--- src/rtl/safety_obi_reg_bridge.sv ---
`default_nettype none
// ============================================================================
// Module   : safety_obi_reg_bridge
// Brief    : OBI data port to single-outstanding register-interface master
//            with address-window check and local error responses.
//            Optional reg_ready_i timeout: define SAFETY_OBI_REG_TIMEOUT_EN.
// Revision : 1.0 - initial release
// ============================================================================
module safety_obi_reg_bridge #(
    parameter logic [31:0] PERIPH_BASE_ADDR  = 32'h0020_0000,
    parameter logic [31:0] PERIPH_ADDR_RANGE = 32'h0001_0000,
    parameter int unsigned TIMEOUT_CYCLES    = 255
) (
    input  logic        clk_i,
    input  logic        rst_i,
    input  logic        obi_req_i,
    output logic        obi_gnt_o,
    input  logic [31:0] obi_addr_i,
    input  logic        obi_we_i,
    input  logic [3:0]  obi_be_i,
    input  logic [31:0] obi_wdata_i,
    output logic        obi_rvalid_o,
    output logic [31:0] obi_rdata_o,
    output logic        obi_err_o,
    output logic        reg_valid_o,
    output logic [31:0] reg_addr_o,
    output logic        reg_write_o,
    output logic [3:0]  reg_wstrb_o,
    output logic [31:0] reg_wdata_o,
    input  logic        reg_ready_i,
    input  logic [31:0] reg_rdata_i,
    input  logic        reg_error_i
);

    localparam logic [1:0] c_IDLE   = 2'd0;
    localparam logic [1:0] c_ACCESS = 2'd1;
`ifdef SAFETY_OBI_REG_TIMEOUT_EN
    localparam logic [1:0]  c_TIMEOUT_WAIT  = 2'd2;
    localparam logic [15:0] c_TIMEOUT_LAST  = 16'(TIMEOUT_CYCLES - 1);
    localparam logic [31:0] c_TIMEOUT_RDATA = 32'hBADC_AB1E;
`endif

    // Window must not wrap past 2^32 and the timeout must fit the 16-bit counter.
    if ((TIMEOUT_CYCLES < 1) || (TIMEOUT_CYCLES > 65535) ||
        (({1'b0, PERIPH_BASE_ADDR} + {1'b0, PERIPH_ADDR_RANGE}) > 33'h1_0000_0000)) begin : g_bad_cfg
        $error("safety_obi_reg_bridge: invalid parameter configuration");
    end

    logic [1:0]  state_q,     state_d;
    logic        reg_valid_q, reg_valid_d;
    logic [31:0] reg_addr_q,  reg_addr_d;
    logic        reg_write_q, reg_write_d;
    logic [3:0]  reg_wstrb_q, reg_wstrb_d;
    logic [31:0] reg_wdata_q, reg_wdata_d;
    logic        rvalid_q,    rvalid_d;
    logic [31:0] rdata_q,     rdata_d;
    logic        err_q,       err_d;

    logic [31:0] w_addr_offset;
    logic        w_in_window;
    logic        w_grant;
    logic        w_accept;
    logic        w_reject;

    // Unsigned offset compare handles the window without a separate lower-bound test.
    assign w_addr_offset = obi_addr_i - PERIPH_BASE_ADDR;
    assign w_in_window   = (w_addr_offset < PERIPH_ADDR_RANGE);
    assign w_grant       = obi_req_i && (state_q == c_IDLE);
    assign w_accept      = w_grant && w_in_window;
    assign w_reject      = w_grant && !w_in_window;

`ifdef SAFETY_OBI_REG_TIMEOUT_EN
    logic [15:0] cnt_q, cnt_d;
    logic        w_timeout;

    // A ready in the limit cycle takes priority over the timeout.
    assign w_timeout = (state_q == c_ACCESS) && !reg_ready_i && (cnt_q == c_TIMEOUT_LAST);
`endif

    always_ff @(posedge clk_i or posedge rst_i) begin : p_state_reg
        if (rst_i) begin
            state_q <= c_IDLE;
        end else begin
            state_q <= state_d;
        end
    end

    always_comb begin : p_next_state
        state_d = state_q;
        case (state_q)
            c_IDLE: begin
                if (w_accept) begin
                    state_d = c_ACCESS;
                end
            end
            c_ACCESS: begin
                if (reg_ready_i) begin
                    state_d = c_IDLE;
                end
`ifdef SAFETY_OBI_REG_TIMEOUT_EN
                else if (w_timeout) begin
                    state_d = c_TIMEOUT_WAIT;
                end
`endif
            end
`ifdef SAFETY_OBI_REG_TIMEOUT_EN
            c_TIMEOUT_WAIT: state_d = c_IDLE;
`endif
            default: state_d = c_IDLE;
        endcase
    end

    always_comb begin : p_outputs
        reg_valid_d = 1'b0;
        reg_addr_d  = reg_addr_q;
        reg_write_d = reg_write_q;
        reg_wstrb_d = reg_wstrb_q;
        reg_wdata_d = reg_wdata_q;
        rvalid_d    = 1'b0;
        rdata_d     = 32'h0;
        err_d       = 1'b0;
`ifdef SAFETY_OBI_REG_TIMEOUT_EN
        cnt_d       = cnt_q;
`endif
        if (w_accept) begin
            reg_valid_d = 1'b1;
            reg_addr_d  = obi_addr_i;
            reg_write_d = obi_we_i;
            reg_wstrb_d = obi_be_i;
            reg_wdata_d = obi_wdata_i;
`ifdef SAFETY_OBI_REG_TIMEOUT_EN
            cnt_d       = 16'h0;
`endif
        end
        if (w_reject) begin
            rvalid_d = 1'b1;
            err_d    = 1'b1;
        end
        if (state_q == c_ACCESS) begin
            if (reg_ready_i) begin
                rvalid_d = 1'b1;
                rdata_d  = reg_write_q ? 32'h0 : reg_rdata_i;
                err_d    = reg_error_i;
            end
`ifdef SAFETY_OBI_REG_TIMEOUT_EN
            else if (w_timeout) begin
                rvalid_d = 1'b1;
                rdata_d  = c_TIMEOUT_RDATA;
                err_d    = 1'b1;
            end else begin
                reg_valid_d = 1'b1;
                cnt_d       = cnt_q + 16'd1;
            end
`else
            else begin
                reg_valid_d = 1'b1;
            end
`endif
        end
    end

    always_ff @(posedge clk_i or posedge rst_i) begin : p_data_reg
        if (rst_i) begin
            reg_valid_q <= 1'b0;
            reg_addr_q  <= 32'h0;
            reg_write_q <= 1'b0;
            reg_wstrb_q <= 4'h0;
            reg_wdata_q <= 32'h0;
            rvalid_q    <= 1'b0;
            rdata_q     <= 32'h0;
            err_q       <= 1'b0;
`ifdef SAFETY_OBI_REG_TIMEOUT_EN
            cnt_q       <= 16'h0;
`endif
        end else begin
            reg_valid_q <= reg_valid_d;
            reg_addr_q  <= reg_addr_d;
            reg_write_q <= reg_write_d;
            reg_wstrb_q <= reg_wstrb_d;
            reg_wdata_q <= reg_wdata_d;
            rvalid_q    <= rvalid_d;
            rdata_q     <= rdata_d;
            err_q       <= err_d;
`ifdef SAFETY_OBI_REG_TIMEOUT_EN
            cnt_q       <= cnt_d;
`endif
        end
    end

    assign obi_gnt_o    = w_grant;
    assign obi_rvalid_o = rvalid_q;
    assign obi_rdata_o  = rdata_q;
    assign obi_err_o    = err_q;
    assign reg_valid_o  = reg_valid_q;
    assign reg_addr_o   = reg_addr_q;
    assign reg_write_o  = reg_write_q;
    assign reg_wstrb_o  = reg_wstrb_q;
    assign reg_wdata_o  = reg_wdata_q;

endmodule
`default_nettype wire
--- config.mk ---
export PLATFORM = sky130hd
export DESIGN_NAME = safety_obi_reg_bridge
export DESIGN_NICKNAME = d
export VERILOG_FILES = /design/src/rtl/safety_obi_reg_bridge.sv
export SDC_FILE = /design/constraint.sdc
export NUM_CORES = 1
export LEC_CHECK = 0
export ABC_AREA = 1
export CAP_MARGIN = 20
export CORE_AREA = 2 2 96 117
export DETAILED_ROUTE_END_ITERATION = 8
export DIE_AREA = 0 0 98 119
export HOLD_SLACK_MARGIN = 0.06
export PLACE_DENSITY_LB_ADDON = 0.1
export SYNTH_ARGS = -nofsm -noshare
export SYNTH_HDL_FRONTEND = slang
export SYNTH_SLANG_ARGS = --single-unit
--- constraint.sdc ---
create_clock -name clk_i -period 4.8 [get_ports clk_i]
set_input_delay 0.96 -clock clk_i [delete_from_list [all_inputs] [get_ports clk_i]]
set_output_delay 0.96 -clock clk_i [all_outputs]
set_load 0.02 [all_outputs]
==> Word-level counts from Yosys, hierarchy flattened <==
Cells that the tools add are included.
{ "classes": {"n_reduce_logical": 6, "magnitude_cmp": 1, "n_mux": 14, "n_addsub": 1, "n_eq_ne": 3} }
{ "op_table": {"columns": ["op", "count"], "rows": [
  ["32-bit 2-to-1 mux", 3],
  ["32-bit by 17-bit less-than comparator with 1-bit output (second input constant)", 1],
  ["32-bit by 22-bit subtractor with 32-bit output (second input constant)", 1],
  ["1-bit 2-to-1 mux", 8],
  ["2-bit 2-to-1 mux", 2],
  ["2-bit != test (second input constant)", 2],
  ["2-bit one-hot mux with 2 select lines", 1],
  ["1-bit logical AND", 3],
  ["2-bit by 1-bit equality test with 1-bit output (second input constant)", 1],
  ["2-bit zero test", 1],
  ["2-bit AND reduction", 1],
  ["1-bit zero test", 1]
]} }
{ "word_totals": {"inputBits": 106, "output_inout_bits": 105, "ff_bits": 106, "wordCells": 34} }

==> Longest topological paths before layout <==
Gate-level depths: netlist of the first run.
{ "depth": {"ltp_word": 7, "depth_mapped": 13, "mapped_depth_nobuf": 11} }

==> Worst setup path before layout of the first run <==
OpenSTA, ideal clock, no wires.
{ "synth_path": {"path_type": "input to output", "from": "input port obi_req_i", "to": "output port obi_gnt_o", "t_required_ps": 3840, "arrival_ps": 1520, "n_path_buf": 1, "slack_ps": 2320, "path_stages": 3, "path_cell_list": "nand2_1 -> clkinv_1 -> clkbuf_1"} }
{ "synth_between": {"elab_chain_cells": 1} }
{ "synth_rtl": {"columns": ["element", "line", "source"], "rows": [
  ["start: declaration", "16", "input logic obi_req_i,"],
  ["1-bit logical AND", "68", "assign w_grant = obi_req_i && (state_q == c_IDLE);"],
  ["end: declaration", "17", "output logic obi_gnt_o,"]
]} }
No other way between the ends.

==> Worst setup path in the final report of the first run <==
Ends and elaborated chain as after synthesis.

==> results of run 1 <==
## area by class of cell
| class | count | area (sq um) | area share, % |
|---|---|---|---|
| timing repair buffer | 216 | 2160 | 33.2 |
| sequential | 105 | 2630 | 40.4 |
| tap | 132 | 165 | 2.54 |
| inverter | 47 | 179 | 2.75 |
| clock buffer | 11 | 233 | 3.58 |
| clock inverter | 5 | 56.3 | 0.865 |
| multi-input combinational | 249 | 1090 | 16.7 |
## state kept, by name, summed over array words and instances (netlist names)
| register | flops |
|---|---|
| obi_rdata_o | 32 |
| reg_addr_o | 32 |
| reg_wdata_o | 32 |
| reg_wstrb_o | 4 |
| obi_err_o | 1 |
| obi_rvalid_o | 1 |
| reg_valid_o | 1 |
| reg_write_o | 1 |
| state_q | 1 |
## power by group through the flow
stage | Combinational, mW | Sequential [mW] | Clock (mW)
after floorplan | 0.0348 | 0.904 | 0
after global placement | 0.136 | 0.903 | 0
after detailed placement | 0.137 | 0.903 | 0
after CTS | 0.138 | 0.886 | 0.737
after global routing | 0.151 | 0.885 | 0.769
final | 0.138 | 0.886 | 0.719
## cell families (layout without fill, tap and decap cells)
logic type	Yosys count	count (layout)	synth area share, %
AO/OA/AOI/OAI	17	17	2.96
AND/OR/NAND/NOR	231	231	23.8
buffers and inverters	71	279	7.39
adder cells (fa/ha/maj)	1	1	0.312
flip-flops	105	105	65.5
## cell usage after synthesis, drive strengths merged
master / number
a21boi: 13
nor2: 43
buf: 12
ha: 1
o21ai: 3
dfrtp: 105
or2: 1
clkbuf: 12
nand4: 1
nand2: 128
o22ai: 1
clkinv: 1
inv: 46
nand3: 58
## layer usage
metal | up-vias | GRT usage (%) | part of all wire (%)
met1 | 1643 | 23.4 | 40
met2 | 141 | 29.9 | 49
met4 | 0 | 7.55 | 2.0
li1 | 1702 | - | -
met5 | - | 0 | 0
met3 | 16 | 6.51 | 9.1
## how the worst min path moves through the flow
stage                         start               to  slack, ps
floorplan                state_q[0]     obi_rvalid_o        480
global placement     reg_addr_o[21]   reg_addr_o[21]        450
detailed placement  reg_wdata_o[21]  reg_wdata_o[21]        460
CTS                 reg_wdata_o[21]  reg_wdata_o[21]        470
global route        reg_wdata_o[23]  reg_wdata_o[23]        490
finish               reg_addr_o[21]   reg_addr_o[21]        470
## worst max-delay path, cell delays in order
cell	delay, ps
clkdlybuf4s50_1	460
nand2_1	100
inv_2	70
clkdlybuf4s50_1	620
==> results.tsv, run 1 <==
metric	value	unit
clock tree buffer depth	2	
leak pwr	3.28	nW
Avg WL per Cell	14.1	microns
worst hold path class	flop to flop	
largest net degree at the start of global routing	89	
Final nets	735	
final instance area	6510	sq um
post-CTS sizing	0	
initial antenna violation count	0	
overall die area	11700	sq um
Setup crit end	obi_gnt_o	
total power	1.74	mW
commonest non-fill, non-tap cell in the layout	clkdlybuf4s50_1	
# setup viols final	0	
FILL cells	933	
core area	10700	sq um
Critical Path Start	obi_req_i	
IO buf count	210	
Post-Syn Instances	425	
Antenna Cells	0	
fin. max-slew vios	0	
hold path depth	2	
sw power	0.368	mW
Initial DRC Count	167	
CP Launch Type	input port	
crit path capture type	output port	
total grt overflow	0	
area growth from synthesis to layout	62.3	%
combinational share of power	7.9	%
Post-Layout Cell Count	765	
register bit count reported by yosys	105	
worst skew pair latency	340	ps
mean post-synth cell area	9.44	sq um
syn_nets	532	
highest clock rate	0.317	GHz
share of the yosys chip area belonging to registers	65.5	%
Max IR drop VDD	0.000190	V
# clock sinks	105	
CP Data Arrival Time	2200	ps
total setup buffers inserted after CTS	0	
leading area contributor after synthesis	dfrtp_1	
worst flop-to-flop path startpoint	state_q[0]	
Die X	98	microns
FP Rows	42	
setup ws final	1640	ps
Post-Route WL	10800	microns
layout cells sized above 1	4.27	%
Slew @ Worst Pin	679	ps
final period utilization	65.8	%
placed cell areas	6200	sq um
Clk network pwr share	41.3	%
number of global-route vias before repair	3532	
initial core utilization	37.6	%
setup TNS	0	ps
final hold violations	0	
Final Util	61.0	%
critical path class	input port to output port	
hold slack	468	ps
number of synthesis warnings	0	
ranking of synthesized cells by area	dfrtp_1, nand2_1, nand3_1	
routability congestion estimate	0.797	
Fin Clk Skew	3.20	ps
GR Util All Layers	18.8	%
I/O pins	211	
top-area cell type share of the netlist area	65.5	%
Pint	1.37	mW
Power Density	268	nW/um^2
DRC viols	0	
Vias	3502	
reg2reg end	reg_addr_o[5]	
number of instances in the placed design	748	
CTS H-tree depth	3	
CTS buffer count	9	
Chip Height	119	microns
antenna-violating nets left	0	
synthesized cell area	4010	sq um
Worst Path Required	3840	ps
status	finished, final reports clean	
clock slew at reported path FFs	70	ps
Slew HR	54.7	%
Post-DP HPWL	7530	microns
R2R depth	8	
Place WS	1410	ps
CP max FO	3	
commonest cells after routing, fill and taps aside	clkdlybuf4s50_1, nand2_1, dfrtp_1, nand3_1, inv_1	
sw frac	21.1	%
Yosys cell types	20	
Pre-Repair DR Iteration Count	4	
clock root cell	clkbuf_16	
unrepaired setup endpoints after global routing	no	
sequential share of power	50.8	%
global-route wire length before repair	17500	microns
Final min period	3160	ps
post-DR vias/cell	4.58	
CTS tree	built	
max cap viols	0	
FF-to-FF setup slack	2850	ps
hold_buf cts	0	
Power figures use the tool's default switching activity.
==> run 2: changes to the inputs <==
clock period = 3.3 ns   (was 4.8 ns; I/O delays follow)
==> results.tsv, run 2 (synthesized netlist as in run 1, its figures left out) <==
metric	value	unit
worst skew pair latency	340	ps
# clock sinks	105	
post-CTS sizing	0	
FP Rows	42	
CTS buffer count	9	
DRC viols	0	
FILL cells	947	
total power	2.58	mW
fin. max-slew vios	0	
antenna-violating nets left	0	
initial core utilization	37.6	%
max cap viols	0	
Slew HR	55.2	%
hold slack	472	ps
Final Util	61.2	%
FF/Latch Area	2630	sq um
final period utilization	76.7	%
GR Util All Layers	18.5	%
Multi-input gate area	1090	sq um
clock slew at reported path FFs	60	ps
Antenna Cells	0	
unrepaired setup endpoints after global routing	no	
status	finished, final reports clean	
overall die area	11700	sq um
Final nets	735	
total grt overflow	0	
R2R depth	8	
Final min period	2530	ps
layout cells sized above 1	4.27	%
Avg WL per Cell	13.6	microns
IO buf count	210	
post-DR vias/cell	4.60	
CP Launch Type	input port	
Slew @ Worst Pin	672	ps
hold_buf cts	0	
Power Density	395	nW/um^2
initial antenna violation count	0	
Worst Path Required	2640	ps
CP max FO	3	
setup TNS	0	ps
leak pwr	3.29	nW
# setup viols final	0	
global-route wire length before repair	17400	microns
CTS tree	built	
commonest non-fill, non-tap cell in the layout	clkdlybuf4s50_1	
highest clock rate	0.395	GHz
Max IR drop VDD	0.000249	V
clock root cell	clkbuf_16	
largest net degree at the start of global routing	106	
final hold violations	0	
Die X	98	microns
CP Data Arrival Time	1870	ps
hold path depth	2	
Chip Height	119	microns
area growth from synthesis to layout	62.8	%
CTS H-tree depth	3	
worst hold path class	flop to flop	
Vias	3522	
number of global-route vias before repair	3665	
Initial DRC Count	140	
Post-Route WL	10400	microns
clock tree buffer depth	2	
crit path capture type	output port	
critical path class	input port to output port	
commonest cells after routing, fill and taps aside	clkdlybuf4s50_1, nand2_1, dfrtp_1, nand3_1, inv_1	
I/O pins	211	
Fin Clk Skew	5.39	ps
routability congestion estimate	0.822	
Pre-Repair DR Iteration Count	4	
core area	10700	sq um
total setup buffers inserted after CTS	0	
Post-DP HPWL	7420	microns
[run 2: path summary, 6_finish.rpt]
path                                startpoint         endpoint  slack (ps)
worst max-delay path                 obi_req_i        obi_gnt_o         770
worst min-delay path            reg_addr_o[11]   reg_addr_o[11]         470
worst max register to register      state_q[0]  reg_wdata_o[21]        1460
worst min register to register  reg_addr_o[11]   reg_addr_o[11]         470
max in group asynchronous                rst_i   reg_wstrb_o[0]        2050
min in group asynchronous                rst_i  obi_rdata_o[22]         810
[run 2: stage by stage]
| step | instances | worst slack [ps] | instance area [sq um] |
|---|---|---|---|
| after global routing | 765 | 616 | 6530 |
| after floorplan | 425 | 1240 | 4010 |
| final | 765 | 770 | 6530 |
| after detailed placement | 749 | 451 | 6220 |
| after global placement | 749 | 544 | 6220 |
| after CTS | 765 | 766 | 6530 |
[run 2: area by class of cell]
| class | count | share of cell area, % |
|---|---|---|
| well taps | 132 | 2.53 |
| repair buffers | 216 | 33.1 |
| clock buffers | 14 | 4.20 |
| clock inverters | 2 | 0.537 |
| inverters | 47 | 2.76 |
| flip-flops and latches | 105 | 40.2 |
| multi-input cells | 249 | 16.7 |
[run 2: critical path, cell delays in order]
cell and delay [ps]:
clkdlybuf4s50_1 450, nand2_1 80, inv_2 60, clkdlybuf4s50_1 610
[run 2: routing by layer]
| metal | global-route usage [%] | wire, microns |
|---|---|---|
| met5 | 0 | 0 |
| met4 | 8.25 | 243 |
| met3 | 6.75 | 983 |
| met2 | 31.1 | 5170 |
| met1 | 21.1 | 4030 |
[run 2: report_power, final]
group	switching [mW]	internal, mW	leakage (nW)
sequential	0.000509	1.29	1.46
combinational	0.0760	0.123	1.67
clock	0.440	0.650	0.153
total	0.516	2.06	3.29
==> RTL change 1 (settings of run 2) <==
Add a define of `SAFETY_OBI_REG_TIMEOUT_EN`.
--- a/src/rtl/safety_obi_reg_bridge.sv
+++ b/src/rtl/safety_obi_reg_bridge.sv
@@ -7,4 +7,6 @@
 // Revision : 1.0 - initial release
 // ============================================================================
+`define SAFETY_OBI_REG_TIMEOUT_EN
+
 module safety_obi_reg_bridge #(
     parameter logic [31:0] PERIPH_BASE_ADDR  = 32'h0020_0000,
Function: no difference found for any inputs over 10 cycles, from zero or initial values and one cycle with rst_i high; that may be too few to reach the edited logic, so the function may still have changed.
==> RTL change 1 against run 2 <==
Synthesized area grew 27%. Non-clock buffer count is 4 higher. Design area is 22% higher. Wire length increased by 32%. Setup slack worse by 0.072 ns. Power grew 43%. Sequential cell count up 17. Register-to-register slack lost 0.07 ns. Fmax down 2.8%. Critical endpoint unchanged. Highest routed layer unchanged.
==> RTL change 1: results (changes against run 2) <==
- Result of the run: finished clean
- Switching Fraction: 0.1902 (-0.01016)
- XOR/XNOR share of the synthesized area: 0.01032 (+0.01032)
- Vias in the first global route: 4751 (+30%)
- Net switching power figure: 700.2 µW (+36%)
- Sequential cell area share: 0.3831 (-0.01927)
- H-tree depth: 4 (+1)
- Share of layout cells above drive strength 1: 0.05496 (+0.01230)
- GRT met1 Usage: 0.2806 (+0.06922)
- # fillers: 821 (-13%)
- Area taken by multi-input logic gates: 0.001707 mm² (+57%)
- NumNets Final: 935 (+27%)
- Number of distinct library cell variants in the gate-level netlist after synthesis: 24 (+20%)
- Data-path buffer share of cell area in the final layout: 0.2763 (-0.05438)
- Number of ordinary inverters in the final layout: 54 (+15%)
- Number of buffers created by CTS: 17 (+8)
- Post-Synthesis Net Count: 721 (+36%)
- Reported leakage power: 0.004092 µW (+25%)
- DRT met1 WL: 5331 µm (+32%)
- Clock-net power: 1970 µW (+81%)
- Grt met3 use: 0.08862 (+0.02113)
- Start of the worst register-to-register path: cnt_q[0]
- IR drop worst, VDD: 0.0004204 V (+69%)
- Leading post-synthesis cells by instance count: sky130_fd_sc_hd__nand2_1 (267), sky130_fd_sc_hd__dfrtp_1 (122), sky130_fd_sc_hd__nor2_1 (66), sky130_fd_sc_hd__inv_1 (53), sky130_fd_sc_hd__nand3_1 (23)
- Detailed-routed wire length on met3: 1121 µm (+14%)
RTL change 1: cell count changes after synthesis, moves of 8 or more:
cell	delta
sky130_fd_sc_hd__a21boi_0	-13
sky130_fd_sc_hd__a21oi_1	+19
sky130_fd_sc_hd__dfrtp_1	+17
sky130_fd_sc_hd__inv_1	+8
sky130_fd_sc_hd__nand2_1	+139
sky130_fd_sc_hd__nand3_1	-35
sky130_fd_sc_hd__nor2_1	+25
RTL change 1: logic make-up after synthesis:
logic type,after synthesis
compound gates,31
xor+xnor,6
fa+ha+maj,3
buf+inv,79
flops,122
simple gates,371
RTL change 1: final timing paths:
check                                 end  slack (ns)  depth (start not counted)
max in group asynchronous  reg_addr_o[11]        1.95                          3
max                             obi_gnt_o        0.70                          4
min                        reg_addr_o[29]        0.46                          2
min in group asynchronous  reg_wstrb_o[0]        0.68                          2
min reg2reg                reg_addr_o[29]        0.46                          2
max reg2reg                     obi_err_o        1.39                          8
==> RTL change 2 (settings of run 2) <==
Without the edit above. Register the output `obi_err_o` once more, without a reset; this adds one clock of latency there. The other outputs are not delayed to match.
--- a/src/rtl/safety_obi_reg_bridge.sv
+++ b/src/rtl/safety_obi_reg_bridge.sv
@@ -191,5 +191,7 @@
     assign obi_rvalid_o = rvalid_q;
     assign obi_rdata_o  = rdata_q;
-    assign obi_err_o    = err_q;
+    always_ff @(posedge clk_i) begin
+        obi_err_o <= err_q;
+    end
     assign reg_valid_o  = reg_valid_q;
     assign reg_addr_o   = reg_addr_q;
Behaviour: not the same (a bounded check fails within 4 cycles, from zero or initial values and one cycle with rst_i high).
==> RTL change 2 against run 2 <==
Setup slack worse by 0.014 ns. Power is 3.5% lower. Register-to-register slack worse by 0.22 ns. Design area hardly changed. Sequential cell count rose by 1. Wire length grew 4.3%. Die area stayed put. Synthesized area increased by 0.50%. Highest routed layer unchanged.
==> RTL change 2: results (changes against run 2) <==
- Reported leakage power: 0.003280 µW (-0.17%)
- Share of Yosys cell area claimed by the top area cell type: 0.6520 (-0.003255)
- H-tree depth: 3 (unchanged)
- Average detailed-routed wire length per instance: 14.25 µm (+4.6%)
- Total inserted antenna cells: 0 (unchanged)
- Clk_lat worst skew: 0.34 ns (about the same)
- Worst slew pin tran: 0.6996 ns (+0.02717 ns)
- RePlAce Congestion: 0.8528 (+3.8%)
- Post-DP HPWL: 7670 µm (+3.4%)
- Worst-path maximum fanout: 3 (unchanged)
- Number of distinct library cell variants in the gate-level netlist after synthesis: 21 (+5.0%)
- Worst setup timing slack at the placement stage: 0.5699 ns (+0.1194 ns)
- Switching Fraction: 0.2080 (+0.007692)
- Number of DRC markers in iteration 0: 153 (+9.3%)
- Resized cells post-CTS: 0 (unchanged)
- Number of buffers created by CTS: 9 (unchanged)
- Clock-net power: 985 µW (-9.6%)
- Synth async-reset ratio: 0.9906 (-0.009434)
- Hold Path Origin: err_q
- CP max stage delay: 0.60 ns
- Hold path cells: 0 (-2)
- 1st-pass router iterations: 6 (+2)
- First-pass GRT wire length: 17510 µm (+0.60%)
- Result of the run: finished clean
- Vias/cell: 4.598 (-0.14%)
- Mean instance size in the synthesized netlist: 9.460 µm² (+0.26%)
- Share of layout cells above drive strength 1: 0.03962 (-0.003034)
- Post-Synthesis Net Count: 533 (+0.19%)
- Number of synthesis warnings: 0 (unchanged)
- Sequential fraction of the synthesis area: 0.6569 (+0.001713)
- Initial antenna violation count: 0 (unchanged)
- Arithmetic-cell share of the synthesized area counting full adders, half adders and majority gates: 0.003105 (-0.00001550)
- Leading cell types by total area after synthesis: sky130_fd_sc_hd__dfrtp_1 (65%), sky130_fd_sc_hd__nand2_1 (12%), sky130_fd_sc_hd__nand3_1 (7.2%)
- Leading post-synthesis cells by instance count: sky130_fd_sc_hd__nand2_1 (128), sky130_fd_sc_hd__dfrtp_1 (105), sky130_fd_sc_hd__nand3_1 (58), sky130_fd_sc_hd__inv_1 (45), sky130_fd_sc_hd__nor2_1 (41)
- Pin count of the biggest net entering global routing: 71 (-33%)
- Portion of total power attributed to sequential cells: 0.523 (+0.023)
- Family with the most delay on the worst path: buffers and inverters
- Post-synthesis compound-gate area fraction: 0.02949 (-0.0001472)
- Crit. Startpoint: obi_req_i
- XOR/XNOR share of the synthesized area: 0 (unchanged)
- Setup Buffers After CTS: 0 (unchanged)
- Total cell area at the placement stage: 0.006259 mm² (+0.60%)
- # fillers: 899 (-5.1%)
- Worst clock skew on the final layout: 0.005517 ns (+0.0001241 ns)
- Placed instance count: 749 (unchanged)
- Depth of the worst register-to-register path: 8 (unchanged)
- IR drop worst, VDD: 0.0003435 V (+38%)
- Post-route insts no fill: 763 (-0.26%)
- Aggregate global-route resource usage: 0.1909 (+0.005435)
- Start of the worst register-to-register path: state_q[0]
RTL change 2: cell count changes after synthesis, sizes merged:
cell and delta:
dfxtp +1
RTL change 2: area by class of cell:
type	count	area [µm²]	area share
clock buffer	12	256.5	0.03929
clock inverter	2	13.76	0.002108
inverter	47	180.2	0.02760
multi-input combinational	249	1089	0.1667
sequential	106	2648	0.4055
tap	132	165.2	0.02530
timing repair buffer	215	2177	0.3335
RTL change 2: layer usage:
| layer | GRT usage | wire [µm] | up-vias |
|---|---|---|---|
| li1 | - | - | 1702 |
| met1 | 0.2210 | 4012 | 1655 |
| met2 | 0.3138 | 5525 | 138 |
| met3 | 0.09272 | 1149 | 13 |
| met4 | 0.05642 | 181 | 0 |
| met5 | 0 | 0 | - |
RTL change 2: worst paths after layout:
check,end,slack (ns)
setup reg to reg,reg_addr_o[5],1.24
setup / recovery,obi_gnt_o,0.76
max in group asynchronous,err_q,1.96
hold / removal,obi_err_o,0.35
hold reg to reg,obi_err_o,0.35
min in group asynchronous,obi_rdata_o[22],0.56
